## config.mk

```make
export PLATFORM = sky130hd
export DESIGN_NAME = uart_tx_arbiter
export DESIGN_NICKNAME = d
export VERILOG_FILES = /design/src/rtl/uart_tx_arb_pkg.sv /design/src/rtl/uart_tx_arbiter_rr_picker.sv /design/src/rtl/uart_tx_arbiter.sv
export SDC_FILE = /design/constraint.sdc
export NUM_CORES = 1
export LEC_CHECK = 0
export BUFFER_PORTS_ARGS = -buffer_cell sky130_fd_sc_hd__buf_2
export CAP_MARGIN = 20
export CORE_AREA = 2 2 86 63
export CTS_CLUSTER_DIAMETER = 50
export DETAILED_ROUTE_END_ITERATION = 10
export DIE_AREA = 0 0 88 65
export SETUP_SLACK_MARGIN = 0.2
export SLEW_MARGIN = 20
export SYNTH_ARGS = -nofsm -noshare
export SYNTH_HDL_FRONTEND = slang
export SYNTH_SLANG_ARGS = --single-unit
export TNS_END_PERCENT = 20
```

## constraint.sdc

```tcl
create_clock -name clk_100MHz -period 2 [get_ports clk_100MHz]
set_input_delay 0.2 -clock clk_100MHz [delete_from_list [all_inputs] [get_ports clk_100MHz]]
set_output_delay 0.2 -clock clk_100MHz [all_outputs]
set_load 0.01 [all_outputs]
```

## src/rtl/uart_tx_arb_pkg.sv

```systemverilog
// Shared definitions for the UART transmit arbiter.
//   MAX_NREQ : largest supported requester count
//   PTR_W    : width of the round-robin pointer (covers MAX_NREQ)
//   CNT_W    : width of the stall timeout counter
//   state_t  : FSM state encoding (ST_IDLE, ST_SEND)
package uart_tx_arb_pkg;
  localparam int MAX_NREQ = 8;
  localparam int PTR_W    = 3;
  localparam int CNT_W    = 12;

  typedef logic [0:0] state_t;
  localparam state_t ST_IDLE = 1'b0;
  localparam state_t ST_SEND = 1'b1;
endpackage

```

## src/rtl/uart_tx_arbiter_rr_picker.sv

```systemverilog
// Combinational round-robin picker.
//   valid  : request vector
//   rr_ptr : index of the last served requester
//   sel    : one-hot selection, first valid bit searching from rr_ptr+1
//            (mod NREQ); all zero when nothing is valid
module rr_picker
  import uart_tx_arb_pkg::*;
#(
  parameter int NREQ = 3
) (
  input  logic [NREQ-1:0]  valid,
  input  logic [PTR_W-1:0] rr_ptr,
  output logic [NREQ-1:0]  sel
);

  int   idx;
  logic found;

  // Constant inner index keeps every bit-select static.
  always_comb begin
    sel   = '0;
    found = 1'b0;
    idx   = 0;
    for (int k = 1; k <= NREQ; k++) begin
      idx = (int'(rr_ptr) + k) % NREQ;
      for (int j = 0; j < NREQ; j++) begin
        if (!found && (j == idx) && valid[j]) begin
          sel[j] = 1'b1;
          found  = 1'b1;
        end
      end
    end
  end

endmodule

```

## src/rtl/uart_tx_arbiter.sv

```systemverilog
// Message-level round-robin arbiter in front of uart_fifoed_send.
//   clk_100MHz, reset        : clock, synchronous active-high reset
//   req_valid/data/last      : NREQ byte lanes (lane i = req_data[8i+7:8i])
//   req_ready                : lane i byte accepted when valid && ready
//   grant                    : one-hot owner, zero when idle
//   busy                     : high in SEND
//   timeout_pulse            : one-cycle pulse after a stalled owner is dropped
//   dat_en, dat              : registered write strobe/byte to the UART
//   fifo_full                : UART FIFO full
module uart_tx_arbiter
  import uart_tx_arb_pkg::*;
#(
  parameter int NREQ    = 3,
  parameter int TIMEOUT = 4095
) (
  input  logic              clk_100MHz,
  input  logic              reset,
  input  logic [NREQ-1:0]   req_valid,
  input  logic [8*NREQ-1:0] req_data,
  input  logic [NREQ-1:0]   req_last,
  output logic [NREQ-1:0]   req_ready,
  output logic [NREQ-1:0]   grant,
  output logic              busy,
  output logic              timeout_pulse,
  output logic              dat_en,
  output logic [7:0]        dat,
  input  logic              fifo_full
);

  state_t             state_q, state_d;
  logic [NREQ-1:0]    grant_q, grant_d;
  logic [PTR_W-1:0]   rr_ptr_q, rr_ptr_d;
  logic [CNT_W-1:0]   cnt_q, cnt_d;
  logic [7:0]         dat_q, dat_d;
  logic               dat_en_q, dat_en_d;
  logic               tpulse_q, tpulse_d;

  logic [NREQ-1:0]    pick;
  logic               owner_valid, owner_last;
  logic [7:0]         owner_data;
  logic [PTR_W-1:0]   owner_idx;
  logic               send_ok, xfer, tmo_hit;

  rr_picker #(.NREQ(NREQ)) u_picker (
    .valid  (req_valid),
    .rr_ptr (rr_ptr_q),
    .sel    (pick)
  );

  always_comb begin
    owner_data = 8'h00;
    owner_idx  = '0;
    for (int i = 0; i < NREQ; i++) begin
      if (grant_q[i]) begin
        owner_data = req_data[8*i +: 8];
        owner_idx  = PTR_W'(i);
      end
    end
  end

  assign owner_valid = |(req_valid & grant_q);
  assign owner_last  = |(req_last & grant_q);

  // The dat_en gap spaces writes so fifo_full always reflects the previous one.
  assign send_ok = (state_q == ST_SEND) && !fifo_full && !dat_en_q;
  assign xfer    = send_ok && owner_valid;
  // Only cycles with the owner's valid low advance the counter, so a
  // FIFO-full or pacing stall can never cause a release.
  assign tmo_hit = (state_q == ST_SEND) && !owner_valid &&
                   (cnt_q == CNT_W'(TIMEOUT - 1));

  assign req_ready     = send_ok ? grant_q : '0;
  assign grant         = grant_q;
  assign busy          = (state_q == ST_SEND);
  assign timeout_pulse = tpulse_q;
  assign dat_en        = dat_en_q;
  assign dat           = dat_q;

  always_comb begin
    state_d  = state_q;
    grant_d  = grant_q;
    rr_ptr_d = rr_ptr_q;
    cnt_d    = cnt_q;
    dat_d    = dat_q;
    dat_en_d = 1'b0;
    tpulse_d = 1'b0;
    case (state_q)
      ST_IDLE: begin
        cnt_d = '0;
        if (|req_valid) begin
          grant_d = pick;
          state_d = ST_SEND;
        end
      end
      default: begin
        if (xfer) begin
          dat_d    = owner_data;
          dat_en_d = 1'b1;
          cnt_d    = '0;
          if (owner_last) begin
            state_d  = ST_IDLE;
            grant_d  = '0;
            rr_ptr_d = owner_idx;
          end
        end else if (tmo_hit) begin
          state_d  = ST_IDLE;
          grant_d  = '0;
          rr_ptr_d = owner_idx;
          tpulse_d = 1'b1;
          cnt_d    = '0;
        end else if (!owner_valid) begin
          cnt_d = cnt_q + 1'b1;
        end
      end
    endcase
  end

  always_ff @(posedge clk_100MHz) begin
    if (reset) begin
      state_q  <= ST_IDLE;
      grant_q  <= '0;
      rr_ptr_q <= PTR_W'(NREQ - 1);
      cnt_q    <= '0;
      dat_q    <= 8'h00;
      dat_en_q <= 1'b0;
      tpulse_q <= 1'b0;
    end else begin
      state_q  <= state_d;
      grant_q  <= grant_d;
      rr_ptr_q <= rr_ptr_d;
      cnt_q    <= cnt_d;
      dat_q    <= dat_d;
      dat_en_q <= dat_en_d;
      tpulse_q <= tpulse_d;
    end
  end

endmodule

```

Word-level counts from Yosys, hierarchy flattened
Cells that the tools add are included.
{"block": "totals", "ff_bits": 29, "input_bits": 33, "out_inout_bits": 17, "elab_cells": 111}
{"block": "classes", "n_addsub": 4, "div_mod_pow": 3, "n_eq_ne": 10, "n_mux": 37, "bitwise": 3, "n_reduce_logical": 47}
{"operator": "2-bit by 32-bit == test with 1-bit output, first input constant", "n": 3}
{"operator": "3-bit by 32-bit == test with 1-bit output, first input constant", "n": 3}
{"operator": "32-bit zero test", "n": 3}
{"operator": "32-bit by 3-bit remainder unit with 32-bit output, second input constant", "n": 3}
{"operator": "3-bit 2-to-1 mux", "n": 9}
{"operator": "1-bit 2-to-1 mux", "n": 24}
{"operator": "8-bit 2-to-1 mux", "n": 3}
{"operator": "1-bit logical AND", "n": 22}
{"operator": "12-bit by 1-bit adder with 12-bit output, second input constant", "n": 1}
{"operator": "12-bit == test, second input constant", "n": 1}
{"operator": "3-bit OR reduction", "n": 4}
{"operator": "1-bit zero test", "n": 11}
{"operator": "3-bit by 2-bit adder with 4-bit output, second input constant", "n": 2}
{"operator": "3-bit AND", "n": 2}
{"operator": "3-bit AND reduction", "n": 2}
{"operator": "3-bit by 1-bit adder with 4-bit output, second input constant", "n": 1}
{"operator": "2-bit nonzero test", "n": 2}
{"operator": "4-bit OR reduction", "n": 1}
{"operator": "3-bit by 1-bit != test with 1-bit output, second input constant", "n": 1}
{"operator": "3-bit != test, second input constant", "n": 1}
{"operator": "2-bit 2-to-1 mux", "n": 1}
{"operator": "2-bit != test, second input constant", "n": 1}
{"operator": "2-bit AND reduction", "n": 1}
{"operator": "2-bit OR reduction", "n": 1}
{"operator": "1-bit NOT", "n": 1}

Logic depth before layout (Yosys ltp)
{"block": "depth", "depth_word": 39, "mapped_depth": 7, "ltp_nobuf": 6}

Hierarchy
A second synthesis with hierarchy kept.
{"block": "unflattened", "cells_unflattened": 373, "hier_area_um2": 2886.5}
{"module": "rr_picker", "n_inst": 1, "cells_per_inst": 207, "area_per_inst_um2": 1486.4, "seq_area_each_um2": 0.0}
{"module": "uart_tx_arbiter", "n_inst": 1, "cells_per_inst": 166, "area_per_inst_um2": 1400.1, "seq_area_each_um2": 560.5}

Least setup slack after synthesis
OpenSTA, ideal clock, no wires.
{"block": "synth_path", "path_type": "register to register", "start": "register state_q (netlist: busy)", "end": "register state_q (netlist: busy)", "arrival_ns": 1.613, "slack_ns": 0.272, "stages_incl_launch_ff": 6, "n_path_buf": 1, "period_less_slack_ns": 1.728, "cell_sequence": "dfxtp_1 or3b_1 buf_2 or3_4 o21a_4 and3_1"}
{"block": "synth_between", "elab_chain_cells": 5, "elab_cells_between_ends": 8, "cone_classes": "mux: 3; reduce/logical: 5"}
{"item": "start, declared", "line_no": "uart_tx_arbiter.sv:30", "text": "state_t state_q, state_d;"}
{"item": "start signal, assigned", "line_no": "uart_tx_arbiter.sv:128", "text": "state_q <= state_d;"}
{"item": "1-bit logical AND (on tied branches) (2 in series)", "line_no": "uart_tx_arbiter.sv:69, uart_tx_arbiter.sv:65"}
{"item": "1-bit 2-to-1 mux or 1-bit logical AND (tied branches)", "line_no": "uart_tx_arbiter.sv:105, uart_tx_arbiter.sv:66"}
{"item": "1-bit 2-to-1 mux", "line_no": "uart_tx_arbiter.sv:96", "text": "if (xfer) begin"}
{"item": "1-bit 2-to-1 mux (*)", "line_no": "uart_tx_arbiter.sv:87", "text": "case (state_q)"}
Mark *: on every way between the ends. The rest lies on a longest branch, timed or not.
A chain may end at the register's enable or synchronous reset.

Worst setup path after layout
{"block": "layout_path", "start": "register dat_en_q (netlist: dat_en)", "end": "register rr_ptr_q[0]"}
{"block": "layout_between", "elab_chain_cells": 5, "elab_cells_between_ends": 7, "cone_classes": "eq/ne: 1; mux: 1; reduce/logical: 5"}
{"item": "start, declared", "line_no": "uart_tx_arbiter.sv:35", "text": "logic dat_en_q, dat_en_d;"}
{"item": "start signal, assigned", "line_no": "uart_tx_arbiter.sv:133", "text": "dat_en_q <= dat_en_d;"}
{"item": "1-bit zero test (*)", "line_no": "uart_tx_arbiter.sv:65", "text": "assign send_ok = (state_q == ST_SEND) && !fifo_full && !dat_en_q;"}
{"item": "1-bit logical AND (*)", "line_no": "uart_tx_arbiter.sv:65"}
{"item": "1-bit logical AND (*)", "line_no": "uart_tx_arbiter.sv:66", "text": "assign xfer = send_ok && owner_valid;"}
{"item": "2-bit != test (no line) or 2-bit nonzero test (tied branches)"}
{"item": "3-bit AND reduction (no line)"}
{"item": "end signal, assigned", "line_no": "uart_tx_arbiter.sv:122", "text": "rr_ptr_q <= PTR_W'(NREQ - 1);"}
{"item": "end signal, assigned", "line_no": "uart_tx_arbiter.sv:130", "text": "rr_ptr_q <= rr_ptr_d;"}
{"item": "end, declared", "line_no": "uart_tx_arbiter.sv:32", "text": "logic [PTR_W-1:0] rr_ptr_q, rr_ptr_d;"}
Marked as above.

==> metrics.cfg <==
[finish]
final_common_cell = buf_2
multi_input_area_um2 = 795
layout-drive-gt1-share = 0.313
syn_to_final_growth_pct = 28.2
post-route-util = 0.369
final_cell_mix = buf_2 (49), dfxtp_1 (28), nor2_1 (16), o211ai_1 (13)
antenna_cells = 0
num-fill-cells = 534
final_net_count = 255
seq_area_um2 = 561

[sta]
setup_viol = 0
setup_ws_ns = 0.296
fin_tns_setup_ns = 0
tightest_slew_ns = 0.529
report.final.slew_viol_count = 0
post-route-period-util = 0.852
rsz0062_at_grt = no
fin_skew_ns = 0.00618
fmax_ghz = 0.587
period_minus_slack_ns = 1.70
maxSlewHeadroom = 0.647
hold_violations = 0

[floorplanning]
die_w_um = 88
dieArea_mm2 = 0.00572
coreArea_mm2 = 0.00498
die_h_um = 65
rows = 22
start_util = 0.288
io_pins = 50

[setup_path]
worstPathRequired_ns = 2.18
end_kind = register
cp_max_fo = 6
critical_path_class = register to register
worstSetupStartpointType = register
cp.arrival_ns = 1.89

[clock_network]
root_buffer = clkbuf_8
cts_max_level = 1
cts_sinks = 28
clockBufferDepth = 2
cts_tree = yes
clkTransAtPathRegs_ns = 0.10
cts_resized = 0
cts_setup_buffers = 0
clk-insertion-delay-late_ns = 0.28
cts_inserted_buffers = 3
holdBufCountCts = 0

[run]
maxCapViolations = 0

[power_and_ir_drop]
peakVddDrop_mv = 0.211
cellLeakagePower_nw = 0.758
p_total_mw = 1.07
p_per_area_mw_per_mm2 = 583

[placed_design]
place_ws_ns = 0.302
hpwl_um = 2650
io_buffers = 49
globalplace.congestion = 0.788

[synthesis]
synth_edf_count = 0
synthFlopType = dfxtp_1
async_flop_share = 0
synth_top_area_share = 0.391
syn_nets = 204
synthCells = 167
yosys_warnings = 0
netlist-cell-type-count = 36
synth_seq_cells = 28
syn_area_mm2 = 0.00144
seq_area_frac_synth = 0.391
yosys.area.top_type = dfxtp_1
syn_avg_cell_area_um2 = 8.59
yosys-top-cells-area = dfxtp_1 (39%), o211ai_1 (6.8%), a221o_1 (5.6%)

[global_routing]
overflow = 0
grt_first_pass_wirelength_um = 5520
antenna_found_initial = 0
first_global_vias = 1225
track_usage = 0.123
grt_start_max_net_pins = 18

[route]
detail-route-antenna-nets = 0
viasPerCell = 4.75
wirelength_um = 3510
drc = 0
drt_iter0_drc = 39
wl_per_cell_um = 12.2
drtPass1Iterations = 4
via_count = 1374

[outcome]
run_status = completed

[min_path]
min_path_type = primary input to register

==> worst paths after layout <==
| path | slack [ns] | endpoint | depth (start not counted) | startpoint |
|---|---|---|---|---|
| max | 0.30 | rr_ptr_q[0] | 4 | dat_en |
| min | 0.22 | dat[5] | 3 | req_data[21] |
| max reg2reg | 0.30 | rr_ptr_q[0] | 4 | dat_en |
| min reg2reg | 0.45 | dat[2] | 2 | dat[2] |
==> sequential cells by signal, indices dropped and copies added, names as in the netlist <==
name           cells
cnt_q             12
dat                8
grant              3
rr_ptr_q           2
busy               1
dat_en             1
timeout_pulse      1
==> where the power goes <==
part | switching [mW] | total (mW) | internal, mW
Clock | 0.176 | 0.353 | 0.176
Sequential | 0.00762 | 0.574 | 0.566
Combinational | 0.0747 | 0.146 | 0.0716
Total | 0.259 | 1.07 | 0.814
==> stage by stage <==
stage | cells | instance area, µm² | hold WS (ns)
2_1_floorplan | 167 | 1440 | 0.350
3_3_place_gp | 281 | 1750 | 0.443
3_5_place_dp | 281 | 1750 | 0.443
4_1_cts | 285 | 1810 | 0.214
5_1_grt | 289 | 1840 | 0.240
6_report | 289 | 1840 | 0.217
==> cell type report <==
type	count	share of cell area
multi-input combinational	120	0.432
sequential	28	0.305
timing repair buffer	58	0.170
tap	72	0.0490
clock buffer	4	0.0299
inverter	7	0.0143
==> cells by family (layout without fill, tap and decap cells) <==
logic type,after synthesis,after routing,share of synthesized area
xor+xnor,8,8,0.0488
compound gates,50,50,0.262
simple gates,58,58,0.208
flops,28,28,0.391
fa+ha+maj,4,4,0.0349
buf+inv,19,69,0.0558
==> routing by layer <==
metal  GRT usage  part of all wire  wire length, µm
met5           0                 0                0
met3      0.0382             0.063              223
met2       0.188              0.42             1460
met4      0.0288            0.0083               29
met1       0.168              0.51             1800
==> synthesized netlist by cell type, types with 2 or more instances <==
cell type and count:
a221o_1 8, dfxtp_1 28, nand2_1 11, nand3_1 5
or2_2 2, or3_1 3, o21ai_0 6, buf_2 4
o2111ai_1 2, inv_1 7, xor2_1 7, o211ai_1 13
nand4_1 6, a222oi_1 2, and2_1 3, clkbuf_1 6
a211oi_1 4, nor2_1 16, a21oi_1 11, ha_1 4
and3_1 4
==> critical path, cell delays in order (launching register included) <==
cell and delay, ns:
dfxtp_1 0.34, or3b_1 0.46, or3_4 0.46, o21a_4 0.14, o41ai_2 0.21
(Power assumes the default switching activity.)
